File: src/rtl/conv_sched.sv
`default_nettype none
// ============================================================================
//  Module   : conv_sched
//  Brief    : Per-layer convolution scheduler. Tracks pixels written by the
//             previous layer, detects complete kernel windows and sequences
//             ctrl load -> CIM execute -> func for each window.
//  Revision : 1.0  initial release
// ============================================================================
module conv_sched #(
    parameter  int IMG_WIDTH  = 28,
    parameter  int KERNEL_DIM = 3,
    localparam int OUT_DIM    = IMG_WIDTH - KERNEL_DIM + 1,
    localparam int CNT_W      = $clog2(IMG_WIDTH)
) (
    input  logic             clk,
    input  logic             rst,
    input  logic             i_layer_start,
    input  logic             i_pixel_we,
    output logic             o_stall,
    output logic             o_ctrl_start,
    input  logic             i_ctrl_busy,
    output logic             o_cim_start,
    input  logic             i_cim_busy,
    output logic             o_func_start,
    input  logic             i_func_busy,
    output logic [CNT_W-1:0] o_out_row,
    output logic [CNT_W-1:0] o_out_col,
    output logic             o_busy,
    output logic             o_layer_done,
    output logic             o_overrun
);

    localparam logic [2:0] c_st_idle     = 3'd0;
    localparam logic [2:0] c_st_wait_pix = 3'd1;
    localparam logic [2:0] c_st_issue_ld = 3'd2;
    localparam logic [2:0] c_st_load     = 3'd3;
    localparam logic [2:0] c_st_issue_ex = 3'd4;
    localparam logic [2:0] c_st_exec     = 3'd5;
    localparam logic [2:0] c_st_issue_fn = 3'd6;
    localparam logic [2:0] c_st_drain    = 3'd7;

    localparam logic [CNT_W-1:0] c_last_col = CNT_W'(IMG_WIDTH - 1);
    localparam logic [CNT_W-1:0] c_k1       = CNT_W'(KERNEL_DIM - 1);
    localparam logic [CNT_W-1:0] c_last_out = CNT_W'(OUT_DIM - 1);

    logic [2:0]       r_state;
    logic [2:0]       w_next;
    logic             r_seen;      // watched busy has been sampled high in this state
    logic             r_pending;   // a captured window is waiting for its load
    logic [CNT_W-1:0] r_row;
    logic [CNT_W-1:0] r_col;
    logic [CNT_W-1:0] r_out_row;
    logic [CNT_W-1:0] r_out_col;
    logic             r_overrun;

    logic w_arm;
    logic w_accept;
    logic w_trigger;
    logic w_drop;
    logic w_watch_busy;
    logic w_last_win;

    assign w_arm      = (r_state == c_st_idle) && i_layer_start;
    assign w_accept   = i_pixel_we && !o_stall && (r_state != c_st_idle);
    assign w_drop     = i_pixel_we && o_stall;
    assign w_trigger  = w_accept && (r_row >= c_k1) && (r_col >= c_k1);
    assign w_last_win = (r_out_row == c_last_out) && (r_out_col == c_last_out);

    // Busy line whose 1-then-0 handshake ends the current wait state
    always_comb begin
        w_watch_busy = 1'b0;
        case (r_state)
            c_st_load:  w_watch_busy = i_ctrl_busy;
            c_st_exec:  w_watch_busy = i_cim_busy;
            c_st_drain: w_watch_busy = i_func_busy;
            default:    w_watch_busy = 1'b0;
        endcase
    end

    // State register plus the busy-seen flag, which restarts on every state change
    always_ff @(posedge clk or posedge rst) begin
        if (rst) begin
            r_state <= c_st_idle;
            r_seen  <= 1'b0;
        end else begin
            r_state <= w_next;
            r_seen  <= (w_next != r_state) ? 1'b0 : (r_seen || w_watch_busy);
        end
    end

    // Next-state selection
    always_comb begin
        w_next = r_state;
        case (r_state)
            c_st_idle:     if (i_layer_start) w_next = c_st_wait_pix;
            c_st_wait_pix: if (r_pending) w_next = c_st_issue_ld;
            c_st_issue_ld: if (!i_ctrl_busy && !i_cim_busy) w_next = c_st_load;
            c_st_load:     if (r_seen && !i_ctrl_busy) w_next = c_st_issue_ex;
            c_st_issue_ex: if (!i_func_busy && !i_cim_busy) w_next = c_st_exec;
            c_st_exec:     if (r_seen && !i_cim_busy) w_next = c_st_issue_fn;
            c_st_issue_fn: begin
                // A pending window means the one in flight cannot be the last
                if (!i_func_busy) begin
                    if (r_pending || w_trigger) w_next = c_st_issue_ld;
                    else if (w_last_win)        w_next = c_st_drain;
                    else                        w_next = c_st_wait_pix;
                end
            end
            c_st_drain:    if (r_seen && !i_func_busy) w_next = c_st_idle;
            default:       w_next = c_st_idle;
        endcase
    end

    // Outputs: stall covers idle, the load phase and any captured-but-unloaded window
    always_comb begin
        o_stall      = (r_state == c_st_idle) || (r_state == c_st_issue_ld) ||
                       (r_state == c_st_load) || r_pending;
        o_ctrl_start = (r_state == c_st_issue_ld) && !i_ctrl_busy && !i_cim_busy;
        o_cim_start  = (r_state == c_st_issue_ex) && !i_func_busy && !i_cim_busy;
        o_func_start = (r_state == c_st_issue_fn) && !i_func_busy;
        o_layer_done = (r_state == c_st_drain) && r_seen && !i_func_busy;
        o_busy       = (r_state != c_st_idle);
    end

    assign o_out_row = r_out_row;
    assign o_out_col = r_out_col;
    assign o_overrun = r_overrun;

    // Pixel position tracking, window capture and overrun flag
    always_ff @(posedge clk or posedge rst) begin
        if (rst) begin
            r_row     <= '0;
            r_col     <= '0;
            r_pending <= 1'b0;
            r_out_row <= '0;
            r_out_col <= '0;
            r_overrun <= 1'b0;
        end else if (w_arm) begin
            r_row     <= '0;
            r_col     <= '0;
            r_pending <= 1'b0;
            r_out_row <= '0;
            r_out_col <= '0;
            r_overrun <= 1'b0;
        end else begin
            if (w_accept) begin
                if (r_col == c_last_col) begin
                    r_col <= '0;
                    r_row <= r_row + 1'b1;
                end else begin
                    r_col <= r_col + 1'b1;
                end
            end
            if (w_trigger) begin
                r_pending <= 1'b1;
                r_out_row <= r_row - c_k1;
                r_out_col <= r_col - c_k1;
            end else if (o_ctrl_start) begin
                r_pending <= 1'b0;
            end
            if (w_drop) r_overrun <= 1'b1;
        end
    end

endmodule
`default_nettype wire
File: config.mk
export PLATFORM = sky130hd
export DESIGN_NAME = conv_sched
export DESIGN_NICKNAME = d
export VERILOG_FILES = /design/src/rtl/conv_sched.sv
export SDC_FILE = /design/constraint.sdc
export NUM_CORES = 1
export LEC_CHECK = 0
export BUFFER_PORTS_ARGS = -buffer_cell sky130_fd_sc_hd__buf_2
export CORE_ASPECT_RATIO = 0.6
export CORE_MARGIN = 2
export CORE_UTILIZATION = 45
export DETAILED_ROUTE_END_ITERATION = 10
export MAX_ROUTING_LAYER = met4
export PLACE_DENSITY = 0.65
export SYNTH_ARGS = -nofsm -noshare
export SYNTH_HDL_FRONTEND = slang
export SYNTH_SLANG_ARGS = --single-unit
File: constraint.sdc
create_clock -name clk -period 2.2 [get_ports clk]
set_input_delay 0.55 -clock clk [delete_from_list [all_inputs] [get_ports clk]]
set_output_delay 0.55 -clock clk [all_outputs]
set_load 0.01 [all_outputs]
Yosys cells after proc, flatten, opt, wreduce, memory -nomap -nowiden

Index checks and enable logic that the tools add are counted.

$add $sub $neg: 4
Multipliers: 0
Divide/modulo/power cells: 0
Magnitude comparators: 2
Equality and inequality tests: 11
Shift-type cells: 0
Multiplexer cells: 28
Bitwise operators: 0
Reduce and logical (&&, ||, !) cells: 36

Operators with widths:

| operator            | number |
|---|---|
| $mux 5              | 10 |
| $mux 3              | 10 |
| $pmux 3 s8          | 1 |
| $logic_and 1x1->1   | 19 |
| $eq 5x5->1 const B  | 3 |
| $eq 3x3->1 const B  | 4 |
| $add 5x1->5 const B | 2 |
| $ge 5x2->1 const B  | 2 |
| $sub 5x2->5 const B | 2 |
| $reduce_bool 2->1   | 4 |
| $eq 3x2->1 const B  | 2 |
| $mux 1              | 6 |
| $reduce_bool 3->1   | 2 |
| $logic_or 1x1->1    | 5 |
| $logic_not 1->1     | 4 |
| $eq 3x1->1 const B  | 1 |
| $logic_not 3->1     | 1 |
| $ne 3x3->1          | 1 |
| $pmux 1 s3          | 1 |
| $reduce_and 2->1    | 1 |

Register bits after elaboration: 26
Bits in latches: 0
Bits in writable memories: 0
ROM bits: 0
Input port bits: 7
Output and inout port bits: 17
Memories: 0

Logic depth before layout (Yosys ltp)

Gate-level depths: netlist of the first run.

Word-level depth: 15
Mapped depth: 8
Mapped depth without buffers: 7

Worst setup path after synthesis of the first run

Ideal clock, no wire load.

Path type: input -> output
Start: input port i_ctrl_busy
End: output port o_ctrl_start
Arrival: 1198 ps
Data required time: 1650 ps
Path slack: 452 ps
Stages on the path: 3
Cell sequence: nand2b_4 > or4_4 > inv_1

Word-level cells in the longest chain between the ends: 3

Ends and longest elaborated chain:

| element                        | RTL line | text |
|---|---|---|
| from (decl)                    | 21       | `input logic i_ctrl_busy,` |
| $logic_not 1->1                | 118      | `o_ctrl_start = (r_state == c_st_issue_ld) && !i_ctrl_busy && !i_cim_busy;` |
| $logic_and 1x1->1 (2 in a row) | 118      |  |
| to (decl)                      | 20       | `output logic o_ctrl_start,` |

No other way between the ends.

Worst setup path after layout of the first run

Start: register r_state[2]
End: output port o_ctrl_start

Word-level cells in the longest chain between the ends: 3

Ends and longest elaborated chain:

| element                        | RTL line | text |
|---|---|---|
| from (decl)                    | 46       | `logic [2:0] r_state;` |
| from (signal assigned)         | 83       | `r_state <= c_st_idle;` |
| from (signal assigned)         | 86       | `r_state <= w_next;` |
| $eq 3x2->1                     | 118      |  |
| $logic_and 1x1->1 (2 in a row) | 118      |  |

No other way between the ends.

==> results by group, run 1 <==
Outcome
  – Status: completed

Power and ir drop
  – Power share of the sequential group: 39.3%
  – Power Density: 905 nW/um^2
  – Leakage: 0.000912 uW
  – Clock power share: 24.0%
  – Switch share: 37.2%
  – Internal: 1050 uW
  – Worst VDD drop: 0.491 mV
  – Combinational Power Share: 36.6%
  – NetSw: 622 uW

Synth
  – Register bit count reported by yosys: 26
  – Top post-synthesis cells by area: dfrtp_1 (40%), ha_1 (6.2%), nand3_1 (4.3%), o21ai_0 (4.0%), inv_1 (3.5%)
  – Distinct cells, synth: 48
  – Post-synth top flop: dfrtp_1
  – Sequential area share after synthesis: 40.0%
  – Cell taking the most area after synthesis: dfrtp_1
  – Post-Syn Instances: 174
  – Mapped cell area: 1630 um^2
  – Asr flop ratio synth: 100%
  – Ys Warns: 0
  – Post-synth EDFFs: 0
  – Syn_area_per_cell: 9.35 um^2
  – Syn_nets: 189
  – Synth top area share: 40.0%

Die
  – Core Region: 3360 um^2
  – Starting Density: 48.4%
  – IO Pins: 24
  – Area of the die: 4130 um^2
  – Chip Width: 81.6 um
  – Site Rows: 16
  – Die Ht: 50.6 um

Worst setup path
  – CP Cell Sequence: or4_4, inv_1, buf_2
  – Required @ worst endpoint: 1.65 ns
  – Crit start category: register
  – CP bufs+invs: 2
  – RR Endpoint: r_seen
  – Crit-path max FO: 10
  – Max stage delay cell, worst path: or4_4
  – Reg2reg start: r_row[1]
  – Critical path class: reg2out
  – Crit end category: output port
  – Register-to-Register Setup Slack: 0.26 ns
  – Worst EP arrival: 1.54 ns
  – CP peak stage delay: 0.58 ns
  – Crit-path leading delay family: simple AND/OR/NAND/NOR gates
  – R2R depth: 7

STA
  – Fin. Hold Viols: 0
  – Final Worst Setup Slack: 0.115 ns
  – Peak Freq: 480 MHz
  – Setup repair after global routing missed its margin: no
  – Slew Viols, Final: 0
  – Post-route clock period utilization: 94.8%
  – Slew headroom: 66.2%
  – Skew final: 0.00775 ns
  – Setup TNS Final: 0 ns
  – Final Hold Slack: 0.316 ns
  – Minimum clock period: 2.09 ns
  – Final Setup Violations: 0
  – Worst slew pin tran: 0.506 ns

Cells and area
  – Layout cells sized above 1: 21.9%
  – Layout area overhead: 13.5%
  – # fillers: 308
  – Total Nets Final: 212
  – Multi-input gate area: 847 um^2
  – Ant diodes: 0
  – Seq. cell area: 653 um^2

GRT
  – Global-route wire length before repair: 6090 um
  – Vias in the first global route: 1244
  – Met3 GRT Util: 6.83%
  – Largest net degree at the start of global routing: 27
  – GR Overflow Total: 0
  – Met2 Resource Use GR: 28.0%
  – GRT Max-Usage Layer: met1
  – Met1 Track Usage GR: 28.5%
  – Initial antenna violation count: 0
  – GRT Total Usage: 20.0%

Drt
  – Wire per inst: 14.9 um
  – Via density: 5.44
  – Drt first pass iters: 4
  – Routed wire length: 3600 um
  – First DRT Iteration DRCs: 111
  – Antenna Violating Nets Remaining: 0
  – Residual DRC: 0
  – Routed vias: 1311

Place
  – IO buf count: 23
  – Post-DP HPWL: 2750 um
  – Post-place setup slack: 0.233 ns
  – RePlAce Congestion: 0.998

CTS
  – Root Driver: clkbuf_8
  – CTS buffer count: 3
  – Skew-Pair Late Insertion Delay: 0.28 ns
  – Hold buffer count at cts: 0
  – Clock buffer depth: 2
  – Clock slew at reported path FFs: 0.10 ns
  – CTS tree: built
  – TritonCTS Sinks: 26
  – H-tree levels: 1
  – Postcts setup bufs: 0

Worst hold path
  – Worst Hold Class: in2async

Job
  – Maxcap violations: 0
==> worst reg2reg max path, cell delays in order (launching register included) <==
cell and delay, ns:
dfrtp_1 0.47, inv_1 0.10, ha_1 0.18, inv_1 0.05, a2111o_1 0.42, a31oi_1 0.26
o21ai_0 0.17, a32oi_1 0.22
==> cell families after synthesis <==
group	synth area share (%)
adder cells (fa/ha/maj)	6.15
flip-flops	40.0
multiplexers	1.92
AND/OR/NAND/NOR	22.1
XOR/XNOR	4.31
AO/OA/AOI/OAI	17.6
buffers and inverters	7.92
==> cells in the mapped netlist (all sizes together), types with 2 or more instances <==
cell,n
dfrtp,26
inv,16
o21ai,16
nand3,14
nand2,13
nor2,13
buf,8
ha,8
nor3,7
a21oi,6
xnor2,6
a211oi,3
o211ai,3
o311ai,3
and2,2
and2b,2
and4b,2
mux2i,2
nand2b,2
xor2,2
==> power groups by stage <==
stage | logic (uW) | clock network [uW] | registers, uW
2_1_floorplan | 537 | 0 | 602
5_1_grt | 681 | 431 | 670
3_5_place_dp | 608 | 0 | 662
4_1_cts | 610 | 409 | 653
3_3_place_gp | 599 | 0 | 655
6_report | 612 | 401 | 657
==> state kept, by name (all words and copies together) (netlist names) <==
| signal | count |
|---|---|
| o_out_col | 5 |
| o_out_row | 5 |
| r_col | 5 |
| r_row | 5 |
| r_state | 3 |
| o_overrun | 1 |
| r_pending | 1 |
| r_seen | 1 |
==> final cells by class <==
cell class,count,share of cell area [%]
multi-input cells,123,45.9
flip-flops and latches,26,35.4
repair buffers,27,8.54
inverters,16,3.25
well taps,45,3.05
clock buffers,3,2.24
clock inverters,1,1.63
==> repair_timing <==
action / CTS / global route
endpoints found under the setup margin: 1 / 2
hold endpoints to repair: 0 / 0
resized for setup: 1 / 1
cloned: 0 / 0
==> routing by layer <==
layer	routed length, um	vias up
li1	-	656
met3	291	2
met1	1890	613
met2	1410	40
met5	0	-
met4	8	0
==> placed cells by master, fill, tap and decap left out, types with 2 or more instances in the layout <==
cell	instances
dfrtp_1	24
buf_2	23
inv_1	15
nand3_1	14
nor2_1	13
nand2_1	13
o21ai_0	13
ha_1	8
nor3_1	7
a21oi_1	6
xnor2_1	6
o21ai_1	3
clkbuf_8	3
buf_4	3
and2_1	2
and4b_1	2
xor2_1	2
mux2i_1	2
o311ai_0	2
a211oi_1	2
o211ai_1	2
dfrtp_2	2
==> worst max path at each step <==
| stage | from | endpoint | slack (ns) | cells past startpoint |
|---|---|---|---|---|
| 3_3_place_gp | i_ctrl_busy | o_ctrl_start | 0.25 | 5 |
| 4_1_cts | r_state[2] | o_func_start | 0.07 | 4 |
| 2_1_floorplan | i_ctrl_busy | o_ctrl_start | 0.45 | 3 |
| 5_1_grt | r_state[1] | o_func_start | 0.04 | 4 |
| 3_5_place_dp | i_ctrl_busy | o_ctrl_start | 0.23 | 5 |
| 6_report | r_state[2] | o_ctrl_start | 0.11 | 3 |
==> per-stage QoR <==
| step | area, um^2 | total power (uW) | cells | utilization, % |
|---|---|---|---|---|
| 2_1_floorplan | 1630 | 1140 | 174 | - |
| 3_3_place_gp | 1770 | 1250 | 237 | 52.7 |
| 3_5_place_dp | 1770 | 1270 | 237 | 52.7 |
| 4_1_cts | 1840 | 1670 | 241 | 54.8 |
| 5_1_grt | 1850 | 1780 | 241 | 54.9 |
| 6_report | 1850 | 1670 | 241 | 54.9 |
Power figures use the tool's default switching activity.
==> run 2: changes to the inputs <==
--- a/config.mk
+++ b/config.mk
@@ -12,6 +12,8 @@
 export DETAILED_ROUTE_END_ITERATION = 10
 export MAX_ROUTING_LAYER = met4
 export PLACE_DENSITY = 0.65
+export REMOVE_ABC_BUFFERS = 1
+export SETUP_SLACK_MARGIN = 0.5
 export SYNTH_ARGS = -nofsm -noshare
 export SYNTH_HDL_FRONTEND = slang
 export SYNTH_SLANG_ARGS = --single-unit
==> run 2 against run 1 <==
Effect of this change: clock power grew 1%; die area stayed put; fmax rose by 3.8%; clock skew down 0.0059 ns; routed wire length grew 45%; register-to-register slack got worse by 0.03 ns; worst hold slack worse by 0.0091 ns; final area increased by 31%.
==> results by group, run 2 (synthesis gave the netlist of run 1 again) <==
Cells and area
  – Layout area overhead: 48.6%
  – Non-Filler Instances: 277
  – Commonest non-fill, non-tap cell in the layout: buf_4
  – Commonest non-fill, non-tap cells in the layout: buf_4 (23), buf_2 (21), dfrtp_1 (21)
  – # fillers: 243
  – Final Cell Area: 2420 um^2
  – Layout cells sized above 1: 53.9%
  – Ant diodes: 0
  – Total Nets Final: 248

GRT
  – Initial antenna violation count: 0
  – Met2 Resource Use GR: 32.0%
  – Vias in the first global route: 1355
  – GR Overflow Total: 0
  – Met3 GRT Util: 4.68%
  – Largest net degree at the start of global routing: 27
  – GRT Max-Usage Layer: met1
  – GRT Total Usage: 23.7%
  – Global-route wire length before repair: 7140 um
  – Met1 Track Usage GR: 36.9%

Die
  – Die Ht: 50.6 um
  – Chip Width: 81.6 um
  – Site Rows: 16
  – Starting Density: 48.4%
  – Area of the die: 4130 um^2
  – IO Pins: 24
  – Core Region: 3360 um^2

Drt
  – Drt first pass iters: 4
  – Routed wire length: 5240 um
  – Via density: 5.80
  – Routed vias: 1607
  – Residual DRC: 0
  – Wire per inst: 18.9 um
  – First DRT Iteration DRCs: 173
  – Antenna Violating Nets Remaining: 0

CTS
  – Hold buffer count at cts: 0
  – Skew-Pair Late Insertion Delay: 0.28 ns
  – Clock slew at reported path FFs: 0.09 ns
  – TritonCTS Sinks: 26
  – Clock buffer depth: 2
  – Root Driver: clkbuf_8
  – CTS tree: built
  – CTS buffer count: 3
  – H-tree levels: 1

Power and ir drop
  – Power Density: 967 nW/um^2
  – Worst VDD drop: 0.768 mV
  – Leakage: 0.00114 uW

Worst setup path
  – Crit end category: output port
  – Critical path class: reg2out
  – Worst EP arrival: 1.46 ns
  – Crit start category: register
  – Required @ worst endpoint: 1.65 ns
  – Crit-path max FO: 5

STA
  – Worst slew pin tran: 0.524 ns
  – Setup repair after global routing missed its margin: yes
  – Final Hold Slack: 0.307 ns
  – Slew Viols, Final: 0
  – Fin. Hold Viols: 0
  – Final Setup Violations: 0
  – Post-route clock period utilization: 91.3%
  – Slew headroom: 65.1%
  – Peak Freq: 498 MHz
  – Skew final: 0.00188 ns
  – Minimum clock period: 2.01 ns
  – Setup TNS Final: 0 ns

Place
  – Post-DP HPWL: 2860 um
  – RePlAce Congestion: 0.872
  – IO buf count: 23
  – Post-Place Cells: 238
  – Dpl cell area: 1770 um^2

Outcome
  – Status: completed

Job
  – Maxcap violations: 0

Worst hold path
  – Worst Hold Class: in2async
==> run 2: final timing paths <==
| kind | start | endpoint | slack (ns) | depth (start not counted) |
|---|---|---|---|---|
| worst max-delay path | r_state[2] | o_ctrl_start | 0.19 | 3 |
| min in group clk | o_overrun | o_overrun | 0.51 | 2 |
| worst min register to register | o_overrun | o_overrun | 0.51 | 2 |
| max in group asynchronous | rst | r_col[1] | 1.61 | 3 |
| worst min-delay path | rst | r_seen | 0.31 | 3 |
| worst max register to register | r_state[1] | r_state[1] | 0.23 | 7 |
==> run 2: layout make-up <==
type / instances / area, um^2 / area share [%]
multi-input cells: 123 / 1080 / 44.6
inverters: 16 / 60.1 / 2.48
clock buffers: 3 / 41.3 / 1.71
flip-flops and latches: 26 / 657 / 27.2
well taps: 45 / 56.3 / 2.33
clock inverters: 1 / 30.0 / 1.24
repair buffers: 63 / 495 / 20.5
==> run 2: timing repair <==
item                       CTS  global route
gates resized for setup     22            68
setup buffers               20            13
gates cloned                 0             2
pin swaps                    7            24
setup endpoints to repair   22            32
==> run 2: per-layer routing <==
metal	share of wire, %	vias up
li1	-	734
met1	46	794
met2	45	69
met3	8.0	10
met4	1.4	0
met5	0	-
==> run 2: power breakdown <==
part / switching [uW] / internal [uW]
sequential: 99.1 / 545
clock: 161 / 244
combinational: 635 / 653
==> run 2: worst max-delay path: stages (launching register included) <==
cell and delay, ns:
dfrtp_2 0.45, or4_4 0.56, inv_2 0.08, buf_6 0.09
==> run 2: stage by stage <==
| stage | setup slack, ns | power (uW) | utilization (%) |
|---|---|---|---|
| 2_1_floorplan | 0.357 | 1060 | - |
| 3_3_place_gp | 0.246 | 1260 | 52.5 |
| 3_5_place_dp | 0.247 | 1280 | 52.5 |
| 4_1_cts | 0.191 | 1950 | 61.4 |
| 5_1_grt | 0.154 | 2440 | 71.9 |
| 6_report | 0.191 | 2340 | 71.9 |
